$ cat config.mk
export PLATFORM = sky130hd
export DESIGN_NAME = uart_frame_rx_flat
export DESIGN_NICKNAME = d
export VERILOG_FILES = /design/src/rtl/uart_frame_rx_if.sv /design/src/rtl/uart_frame_rx.sv /design/src/flat_wrapper.sv
export SDC_FILE = /design/constraint.sdc
export NUM_CORES = 1
export LEC_CHECK = 0
export ABC_AREA = 1
export ABC_CLOCK_PERIOD_IN_PS = 4000
export CAP_MARGIN = 25
export CELL_PAD_IN_SITES_DETAIL_PLACEMENT = 1
export CELL_PAD_IN_SITES_GLOBAL_PLACEMENT = 1
export CORE_UTILIZATION = 35
export DETAILED_ROUTE_END_ITERATION = 12
export PLACE_DENSITY = 0.69
export RECOVER_POWER = 50
export SLEW_MARGIN = 20
export SYNTH_ARGS = -nofsm -noshare
export SYNTH_HDL_FRONTEND = slang
export SYNTH_SLANG_ARGS = --single-unit
export TNS_END_PERCENT = 30
$ cat constraint.sdc
create_clock -name i_clk -period 4 [get_ports i_clk]
set_clock_uncertainty 0.2 [all_clocks]
set_input_delay 0.8 -clock i_clk [delete_from_list [all_inputs] [get_ports i_clk]]
set_output_delay 0.8 -clock i_clk [all_outputs]
set_load 0.01 [all_outputs]
$ cat src/rtl/uart_frame_rx_if.sv
// Byte-stream bundle between uart_frame_rx and its RX FIFO, TX FIFO and payload sink.
// The slave modport is the receiver's view; master is the surrounding logic's view.
interface uart_frame_rx_if;
  logic [7:0] i_rx_data;
  logic       i_rx_rdy;
  logic       o_rx_req;
  logic       i_tx_rdy;
  logic [7:0] o_tx_data;
  logic       o_tx_req;
  logic [7:0] o_data;
  logic       o_valid;
  logic       o_last;
  logic       i_ready;
  logic       o_crc_err;
  logic       o_len_err;
  logic       o_timeout;

  modport slave (
    input  i_rx_data, i_rx_rdy, i_tx_rdy, i_ready,
    output o_rx_req, o_tx_data, o_tx_req, o_data, o_valid, o_last,
           o_crc_err, o_len_err, o_timeout
  );

  modport master (
    output i_rx_data, i_rx_rdy, i_tx_rdy, i_ready,
    input  o_rx_req, o_tx_data, o_tx_req, o_data, o_valid, o_last,
           o_crc_err, o_len_err, o_timeout
  );
endinterface

$ cat src/rtl/uart_frame_rx.sv
// Frame parser (SOF, LEN, payload, CHK): buffers payload, streams it out one cycle after CHK, answers ACK/NAK.
// RX pops stop during drain and response, so RX FIFO backpressure reaches the UART; o_data holds while i_ready=0.
module uart_frame_rx #(
  parameter int         MaxPayload    = 16,
  parameter logic [7:0] SofByte       = 8'h7E,
  parameter logic [7:0] AckByte       = 8'h06,
  parameter logic [7:0] NakByte       = 8'h15,
  parameter int         TimeoutCycles = 50_000
) (
  input  logic           i_clk,
  input  logic           i_rst_n,
  uart_frame_rx_if.slave bus
);
  localparam int IdxW = $clog2(MaxPayload + 1);
  localparam int BufW = (MaxPayload > 1) ? $clog2(MaxPayload) : 1;
  localparam int TmoW = $clog2(TimeoutCycles);
  localparam logic [7:0]      MaxLen  = 8'(MaxPayload);
  localparam logic [IdxW-1:0] IdxOne  = IdxW'(1);
  localparam logic [TmoW-1:0] TmoOne  = TmoW'(1);
  localparam logic [TmoW-1:0] TmoLast = TmoW'(TimeoutCycles - 1);

  typedef enum logic [2:0] {
    S_IDLE, S_LEN, S_PAYLOAD, S_CHK, S_DRAIN, S_RESP
  } state_t;

  state_t          r_state;
  logic [IdxW-1:0] r_len;
  logic [IdxW-1:0] r_idx;
  logic [7:0]      r_sum;
  logic [TmoW-1:0] r_tmo;
  logic [7:0]      r_buf [MaxPayload];
  logic [7:0]      r_data;
  logic            r_valid;
  logic            r_last;
  logic [7:0]      r_tx_data;
  logic            r_crc_err;
  logic            r_len_err;
  logic            r_timeout;

  logic            w_pop_state;
  logic            w_pop;
  logic            w_tmo_hit;
  logic            w_len_ok;
  logic            w_at_end;
  logic [7:0]      w_sum_next;
  logic [IdxW-1:0] w_idx_inc;
  logic [IdxW-1:0] w_len_m1;

  assign w_pop_state = (r_state == S_IDLE) || (r_state == S_LEN) ||
                       (r_state == S_PAYLOAD) || (r_state == S_CHK);
  // Gating with reset keeps the RX FIFO intact while the block is held in reset.
  assign w_pop      = bus.i_rx_rdy & i_rst_n & w_pop_state;
  assign w_tmo_hit  = (r_tmo == TmoLast) & ~w_pop;
  assign w_len_ok   = (bus.i_rx_data != 8'h00) && (bus.i_rx_data <= MaxLen);
  assign w_sum_next = r_sum + bus.i_rx_data;
  assign w_idx_inc  = r_idx + IdxOne;
  assign w_len_m1   = r_len - IdxOne;
  assign w_at_end   = (r_idx == w_len_m1);

  assign bus.o_rx_req  = w_pop;
  assign bus.o_tx_req  = (r_state == S_RESP) & bus.i_tx_rdy;
  assign bus.o_tx_data = r_tx_data;
  assign bus.o_data    = r_data;
  assign bus.o_valid   = r_valid;
  assign bus.o_last    = r_last;
  assign bus.o_crc_err = r_crc_err;
  assign bus.o_len_err = r_len_err;
  assign bus.o_timeout = r_timeout;

  always_ff @(posedge i_clk) begin
    if (!i_rst_n) begin
      r_state   <= S_IDLE;
      r_len     <= '0;
      r_idx     <= '0;
      r_sum     <= '0;
      r_tmo     <= '0;
      r_data    <= '0;
      r_valid   <= 1'b0;
      r_last    <= 1'b0;
      r_tx_data <= '0;
      r_crc_err <= 1'b0;
      r_len_err <= 1'b0;
      r_timeout <= 1'b0;
    end else begin
      r_crc_err <= 1'b0;
      r_len_err <= 1'b0;
      r_timeout <= 1'b0;

      if (w_pop || !w_pop_state || r_state == S_IDLE) begin
        r_tmo <= '0;
      end else begin
        r_tmo <= r_tmo + TmoOne;
      end

      case (r_state)
        S_IDLE: begin
          if (w_pop && bus.i_rx_data == SofByte) begin
            r_sum   <= '0;
            r_state <= S_LEN;
          end
        end

        S_LEN: begin
          if (w_pop) begin
            if (w_len_ok) begin
              r_len   <= bus.i_rx_data[IdxW-1:0];
              r_sum   <= bus.i_rx_data;
              r_idx   <= '0;
              r_state <= S_PAYLOAD;
            end else begin
              r_len_err <= 1'b1;
              r_tx_data <= NakByte;
              r_state   <= S_RESP;
            end
          end else if (w_tmo_hit) begin
            r_timeout <= 1'b1;
            r_tmo     <= '0;
            r_state   <= S_IDLE;
          end
        end

        S_PAYLOAD: begin
          if (w_pop) begin
            r_buf[r_idx[BufW-1:0]] <= bus.i_rx_data;
            r_sum                  <= w_sum_next;
            if (w_at_end) begin
              r_idx   <= '0;
              r_state <= S_CHK;
            end else begin
              r_idx <= w_idx_inc;
            end
          end else if (w_tmo_hit) begin
            r_timeout <= 1'b1;
            r_tmo     <= '0;
            r_idx     <= '0;
            r_state   <= S_IDLE;
          end
        end

        S_CHK: begin
          if (w_pop) begin
            if (w_sum_next == 8'h00) begin
              // Present buffer[0] straight away so the first byte leaves one cycle after CHK.
              r_valid <= 1'b1;
              r_data  <= r_buf[0];
              r_last  <= (r_len == IdxOne);
              r_idx   <= '0;
              r_state <= S_DRAIN;
            end else begin
              r_crc_err <= 1'b1;
              r_tx_data <= NakByte;
              r_state   <= S_RESP;
            end
          end else if (w_tmo_hit) begin
            r_timeout <= 1'b1;
            r_tmo     <= '0;
            r_state   <= S_IDLE;
          end
        end

        S_DRAIN: begin
          if (r_valid && bus.i_ready) begin
            if (r_last) begin
              r_valid   <= 1'b0;
              r_last    <= 1'b0;
              r_idx     <= '0;
              r_tx_data <= AckByte;
              r_state   <= S_RESP;
            end else begin
              r_idx  <= w_idx_inc;
              r_data <= r_buf[w_idx_inc[BufW-1:0]];
              r_last <= (w_idx_inc == w_len_m1);
            end
          end
        end

        S_RESP: begin
          if (bus.i_tx_rdy) begin
            r_state <= S_IDLE;
          end
        end

        default: r_state <= S_IDLE;
      endcase
    end
  end
endmodule

$ cat src/flat_wrapper.sv
// flat-port wrapper written by rule: the top's interface ports become plain ports
module uart_frame_rx_flat 
#(
  parameter int         MaxPayload    = 16,
  parameter logic [7:0] SofByte       = 8'h7E,
  parameter logic [7:0] AckByte       = 8'h06,
  parameter logic [7:0] NakByte       = 8'h15,
  parameter int         TimeoutCycles = 50_000
)
  (i_clk, i_rst_n, bus_i_rx_data, bus_i_rx_rdy, bus_i_tx_rdy, bus_i_ready, bus_o_rx_req, bus_o_tx_data, bus_o_tx_req, bus_o_data, bus_o_valid, bus_o_last, bus_o_crc_err, bus_o_len_err, bus_o_timeout);
  uart_frame_rx_if bus_i ();
  input  logic i_clk;
  input  logic i_rst_n;
  input wire logic [$bits(bus_i.i_rx_data)-1:0] bus_i_rx_data;
  input wire logic [$bits(bus_i.i_rx_rdy)-1:0] bus_i_rx_rdy;
  input wire logic [$bits(bus_i.i_tx_rdy)-1:0] bus_i_tx_rdy;
  input wire logic [$bits(bus_i.i_ready)-1:0] bus_i_ready;
  output wire logic [$bits(bus_i.o_rx_req)-1:0] bus_o_rx_req;
  output wire logic [$bits(bus_i.o_tx_data)-1:0] bus_o_tx_data;
  output wire logic [$bits(bus_i.o_tx_req)-1:0] bus_o_tx_req;
  output wire logic [$bits(bus_i.o_data)-1:0] bus_o_data;
  output wire logic [$bits(bus_i.o_valid)-1:0] bus_o_valid;
  output wire logic [$bits(bus_i.o_last)-1:0] bus_o_last;
  output wire logic [$bits(bus_i.o_crc_err)-1:0] bus_o_crc_err;
  output wire logic [$bits(bus_i.o_len_err)-1:0] bus_o_len_err;
  output wire logic [$bits(bus_i.o_timeout)-1:0] bus_o_timeout;
  assign bus_i.i_rx_data = bus_i_rx_data;
  assign bus_i.i_rx_rdy = bus_i_rx_rdy;
  assign bus_i.i_tx_rdy = bus_i_tx_rdy;
  assign bus_i.i_ready = bus_i_ready;
  assign bus_o_rx_req = bus_i.o_rx_req;
  assign bus_o_tx_data = bus_i.o_tx_data;
  assign bus_o_tx_req = bus_i.o_tx_req;
  assign bus_o_data = bus_i.o_data;
  assign bus_o_valid = bus_i.o_valid;
  assign bus_o_last = bus_i.o_last;
  assign bus_o_crc_err = bus_i.o_crc_err;
  assign bus_o_len_err = bus_i.o_len_err;
  assign bus_o_timeout = bus_i.o_timeout;
  uart_frame_rx #(.MaxPayload(MaxPayload), .SofByte(SofByte), .AckByte(AckByte), .NakByte(NakByte), .TimeoutCycles(TimeoutCycles)) u_core (.i_clk(i_clk), .i_rst_n(i_rst_n), .bus(bus_i));
endmodule
Word-level counts from Yosys, hierarchy flattened
Memories as Yosys holds them, arrays and structs flattened. Cells that the tools add are included.

Muxes and demuxes: 60. $lt $le $gt $ge: 1. Bitwise logic cells: 7. Reduce and logical (&&, ||, !) cells: 28. Add/sub/neg operators: 4. Equality and inequality tests: 24.

Operators with widths (number): 2-to-1 mux 8 bit (14); 2-to-1 mux 16 bit (4); one-hot mux 8 bit (3 select lines) (2); 2-to-1 mux 5 bit (9); 2-to-1 mux 3 bit (10); one-hot mux 5 bit (4 select lines) (1); AND reduction 5 bit (4); one-hot mux 3 bit (6 select lines) (1); adder 16 x 1 -> 16 bit, second input constant (1); == test 16 bit, second input constant (1); 2-to-1 mux 1 bit (16); one-hot mux 8 bit (2 select lines) (1); AND reduction 7 bit (2); inequality test 2 x 1 -> 1 bit, second input constant (6); inequality test 2 bit, second input constant (6); == test 5 bit (2); AND reduction 3 bit (3); adder 8 bit (1); == test 8 x 7 -> 1 bit, second input constant (1); <= comparator 8 x 5 -> 1 bit, second input constant (1); logical NOT 8 bit (1); nonzero test 8 bit (1); == test 3 x 2 -> 1 bit, second input constant (2); == test 3 bit, second input constant (2); 18 further kinds (32).

Memories kept: 1. Input bits: 13. Output and inout port bits: 23. Word-level logic and storage cells: 137. Flip-flop bits (word level): 58. Bits in writable memories: 128.

Memories: u_core.r_buf (depth 16, width 8, read ports 2, clocked after Yosys merged registers in 0, wr ports 1, line uart_frame_rx.sv:31) `logic [7:0] r_buf [MaxPayload];`.

Logic depth before layout (Yosys ltp)
Depth after elaboration: 11. Depth in mapped cells: 17. Mapped depth without buffers: 17.

Worst setup path after synthesis
No wires, ideal clock.

Kind: input to register. Start: input port bus_i_rx_data[0]. End: register u_core.r_data[0], in the netlist u_core.bus.o_data[0]. Path buffers: 1. Arrival: 2.550 ns. Data required time: 3.690 ns. Path slack: 1.140 ns. Cell stages on the path: 17. Library setup time: 0.110 ns. Cells stage by stage: ha_1 fa_1 nand2_1 nand2_2 nand3_2 nand2_1 nand2_1 nand2_1 nor2_2 nand2_2 nand2_4 nand2_4 nor2_8 buf_8 nand3_1 nand2_1 nor2_1.

Cells in the longest elaborated chain, start to end: 4.

Ends and longest elaborated chain: start, declared (line flat_wrapper.sv:14) `input wire logic [$bits(bus_i.i_rx_data)-1:0] bus_i_rx_data;`; adder 8 bit (line uart_frame_rx.sv:55) `assign w_sum_next = r_sum + bus.i_rx_data;`; logical NOT 8 bit (line uart_frame_rx.sv:142) `if (w_sum_next == 8'h00) begin`; inequality test 2 bit (no line); AND reduction 5 bit (no line); end signal, assigned (line uart_frame_rx.sv:145) `r_data <= r_buf[0];`; end signal, assigned (line uart_frame_rx.sv:171) `r_data <= r_buf[w_idx_inc[BufW-1:0]];`; end, declared (line uart_frame_rx.sv:32) `logic [7:0] r_data;`.

No other way between the ends. A chain may end at the register's enable or synchronous reset.

Worst setup path after layout
Start: input port bus_i_rx_data[0]. End: register u_core.r_sum[7].

Cells in the longest elaborated chain, start to end: 4. Elaborated cells between the ends (all ways): 11. Classes of those cells: add/sub (1); order compare (1); eq/ne (3); mux (2); reduce/logical (4).

Ends and longest elaborated chain: <= comparator 8 x 5 -> 1 bit, or another cell as far along (line uart_frame_rx.sv:54) `assign w_len_ok = (bus.i_rx_data != 8'h00) && (bus.i_rx_data <= MaxLen);`; logical AND 1 bit (on tied branches) (line uart_frame_rx.sv:54, uart_frame_rx.sv:97); inequality test 2 x 1 -> 1 bit (no line) or inequality test 2 bit (tied branches); AND reduction 5 bit (no line); end signal, assigned (line uart_frame_rx.sv:107) `r_sum <= bus.i_rx_data;`; end signal, assigned (line uart_frame_rx.sv:125) `r_sum <= w_sum_next;`; end, declared (line uart_frame_rx.sv:29) `logic [7:0] r_sum;`.

Parallel ways exist; a longest one is shown, timed or not. The select of a mux whose other input is x is not followed.

==> impl_metrics.env <==
export IMPL_run_status="finished clean"
export IMPL_wirelength_mm=23.2
export IMPL_syn_inst=908
export IMPL_port_buffers=31
export IMPL_clock_sinks=181
export IMPL_yosys_top_cells_area="edfxtp_1 (45%), dfxtp_1 (12%), nor2_1 (7.8%)"
export IMPL_period_share_pct=89.3
export IMPL_n_antenna_cell=0
export IMPL_clkTransAtPathRegs_ps=70
export IMPL_grt_usage_pct=19.6
export IMPL_final_antenna_net_count=0
export IMPL_tritoncts="built"
export IMPL_ff2ff_path_depth=12
export IMPL_nets=978
export IMPL_dieArea_mm2=0.0251
export IMPL_timing_setup_tns_ps=0
export IMPL_crit_path_end_kind="flop"
export IMPL_synth_area_per_cell_um2=9.45
export IMPL_post_drt_wl_per_cell_um=18.1
export IMPL_cts_buffer_depth=2
export IMPL_slew_headroom_pct=28.3
export IMPL_yosysWarnings=0
export IMPL_numCtsBuffers=17
export IMPL_synth_mux_area_fraction_pct=0
export IMPL_crit_path_start_kind="input port"
export IMPL_synthXorXnorAreaFrac_pct=2.36
export IMPL_core_mm2=0.0238
export IMPL_min_path_cells=1
export IMPL_post_cts_buffers=0
export IMPL_synth_fa_ha_area_share_pct=2.28
export IMPL_start_util_pct=36.1
export IMPL_grt_overflow=0
export IMPL_crit_type="in2reg"
export IMPL_synth_yosys_seq_area_share_pct=57.2
export IMPL_syn_area_mm2=0.00858
export IMPL_cp_max_fo=17
export IMPL_p_per_area_mw_per_mm2=543
export IMPL_drc=0
export IMPL_r2r_slack_ps=800
export IMPL_fp_row_count=56
export IMPL_grt_pass1_vias=6569
export IMPL_synth_top_family_by_area="simple AND/OR/NAND/NOR gates"
export IMPL_grtUsageMet2_pct=33.9
export IMPL_drive_above_1_share_pct=9.76
export IMPL_critPathRequiredTime_ps=4120
export IMPL_period_minus_slack_ps=3570
export IMPL_finalHoldViolations=0
export IMPL_die_width_um=159
export IMPL_htreeDepth=4
export IMPL_grt_pass1_wl_mm=36.4
export IMPL_drt_initial_drc_count=289
export IMPL_die_h_um=159
export IMPL_cap_violations=0
export IMPL_synth_simple_area_share_pct=20.6
export IMPL_ctsResizeCount=0
export IMPL_tightest_slew_ps=1070
export IMPL_slew_viol_final=0
export IMPL_rsz0062_at_grt="no"
export IMPL_viasPerCell=5.07
export IMPL_clk_insertion_delay_late_ps=440
export IMPL_area_growth_pct=14.6
export IMPL_dr_pass1_iters=4
export IMPL_ios=36
export IMPL_max_freq_mhz=280
export IMPL_finalSetupViolations=0
export IMPL_final_util_pct=41.4
export IMPL_grt_util_met3_pct=3.05
export IMPL_grt_busiest_layer="met2"
export IMPL_arrival_ps=3690
export IMPL_antenna_found_initial=0
export IMPL_hold_class="reg2reg"
export IMPL_yosysUniqueCellTypes=50
export IMPL_synth_compound_area_share_pct=11.1
export IMPL_leakagePower_nw=3.62
export IMPL_hold_buffers=0
export IMPL_dp_hpwl_mm=15.8
export IMPL_dr_total_vias=6495
export IMPL_finalHoldWorstSlack_ps=244
export IMPL_vdd_drop_max_v=0.000280
export IMPL_ys_ff_latch=181
export IMPL_grt_use_met1_pct=24.6
export IMPL_synth_area_leader_cell="edfxtp_1"
export IMPL_place_congestion=0.772
export IMPL_grt_max_degree=60
export IMPL_cts_root_buffer="clkbuf_16"
export IMPL_synth_top_cell_area_share_pct=44.8
[cells in the mapped netlist (all sizes together)]
library cell  count
o21ai            81
nor3b             1
nand4             9
inv              89
dfxtp            53
nor2            187
o211ai           34
o31ai             1
o2111ai           1
nor3             12
buf              20
fa                1
nor4              4
clkbuf           18
a211oi            2
nand3b            1
nand2           121
clkinv            3
a21oi            39
edfxtp          128
xor2             13
o21a              1
ha               14
xnor2             8
a31oi             2
nand3            56
conb              1
or2               3
o22ai             4
and3              1
[flip-flops by register name (all words and copies together), names as in the netlist]
register and flops:
u_core.r_sum 8, u_core.bus.o_valid 1, u_core.r_state 3, u_core.bus.o_data 8, u_core.r_len 5, u_core.r_tmo 16
u_core.r_idx 5, u_core.bus.o_crc_err 1, u_core.r_buf 128, u_core.bus.o_tx_data 3, u_core.bus.o_timeout 1, u_core.bus.o_len_err 1
u_core.bus.o_last 1
[cell families (layout without fill, tap and decap cells)]
family | count (synthesis) | count (layout)
compound gates | 165 | 165
xor+xnor | 21 | 21
fa+ha+maj | 15 | 15
buf+inv | 130 | 182
flops | 181 | 181
other cells | 1 | 4
simple gates | 395 | 395
[routing by layer]
metal  vias to the layer above  part of all wire [%]
met1                      3205                    45
met5                         -                     0
met4                         0                   2.1
li1                       3156                     -
met3                        36                   2.8
met2                        98                    50
[critical path: stages]
cell and delay, ps:
clkdlybuf4s50_1 490, clkbuf_1 790, inv_1 290, nand3_1 160, a21oi_1 70, nand2_1 160
nand2_1 140, o2111ai_2 240, clkinv_2 290, o21ai_1 190, a21oi_1 50
[path summary, 6_finish.rpt]
| check | startpoint | endpoint |
|---|---|---|
| worst max-delay path | bus_i_rx_data[0] | u_core.r_sum[7] |
| worst min-delay path | u_core.r_tmo[0] | u_core.r_tmo[0] |
| worst max register to register | u_core.r_idx[0] | u_core.bus.o_data[7] |
| worst min register to register | u_core.r_tmo[0] | u_core.r_tmo[0] |
[cell usage in the layout (no fill, tap or decap), types with 3 or more instances in the layout]
master           synthesis  final
o21ai_1                  4      4
xor2_1                  13     13
clkbuf_16                0     17
a21oi_1                 38     38
nand4_1                  9      9
nor3_1                  10     10
nor4_1                   4      4
clkinv_4                 1      6
nand2_2                  7      6
inv_1                   81     81
o22ai_1                  4      4
inv_8                    0      4
nand2_4                  6      6
edfxtp_1               128    128
nand3_1                 53     53
nand3_2                  3      3
clkdlybuf4s50_1          0      7
nor2_1                 178    179
buf_4                    6     18
xnor2_1                  7      7
dlygate4sd3_1            0     24
nand2_1                108    109
dfxtp_1                 53     52
nor2_2                   6      6
clkbuf_1                18      8
ha_1                    14     13
o21ai_0                 77     77
o211ai_1                33     33
inv_2                    7      7
conb_1                   1      4
[where the power goes]
part | leakage, nW | switching [mW] | internal (mW)
combinational | 1.76 | 1.01 | 0.522
sequential | 1.58 | 0.0947 | 2.09
clock | 0.276 | 0.797 | 0.822
total | 3.62 | 1.91 | 3.44
[stage by stage]
step	std cells	instance area [um2]	worst slack, ps	total power [mW]
after floorplan	911	8590	1140	3.30
after global placement	1250	9320	437	3.78
after detailed placement	1250	9320	367	3.81
after CTS	1282	9880	760	5.44
after global routing	1282	9830	319	5.66
final	1282	9830	427	5.34
[area by class of cell]
type / count / area [um2]
fill: 2734 / 13900
sequential: 181 / 4910
multi-input combinational: 600 / 3120
timing repair buffer: 58 / 495
clock buffer: 17 / 425
tap: 319 / 399
inverter: 92 / 354
clock inverter: 15 / 139
No activity file was read; power rests on OpenSTA's default activity.
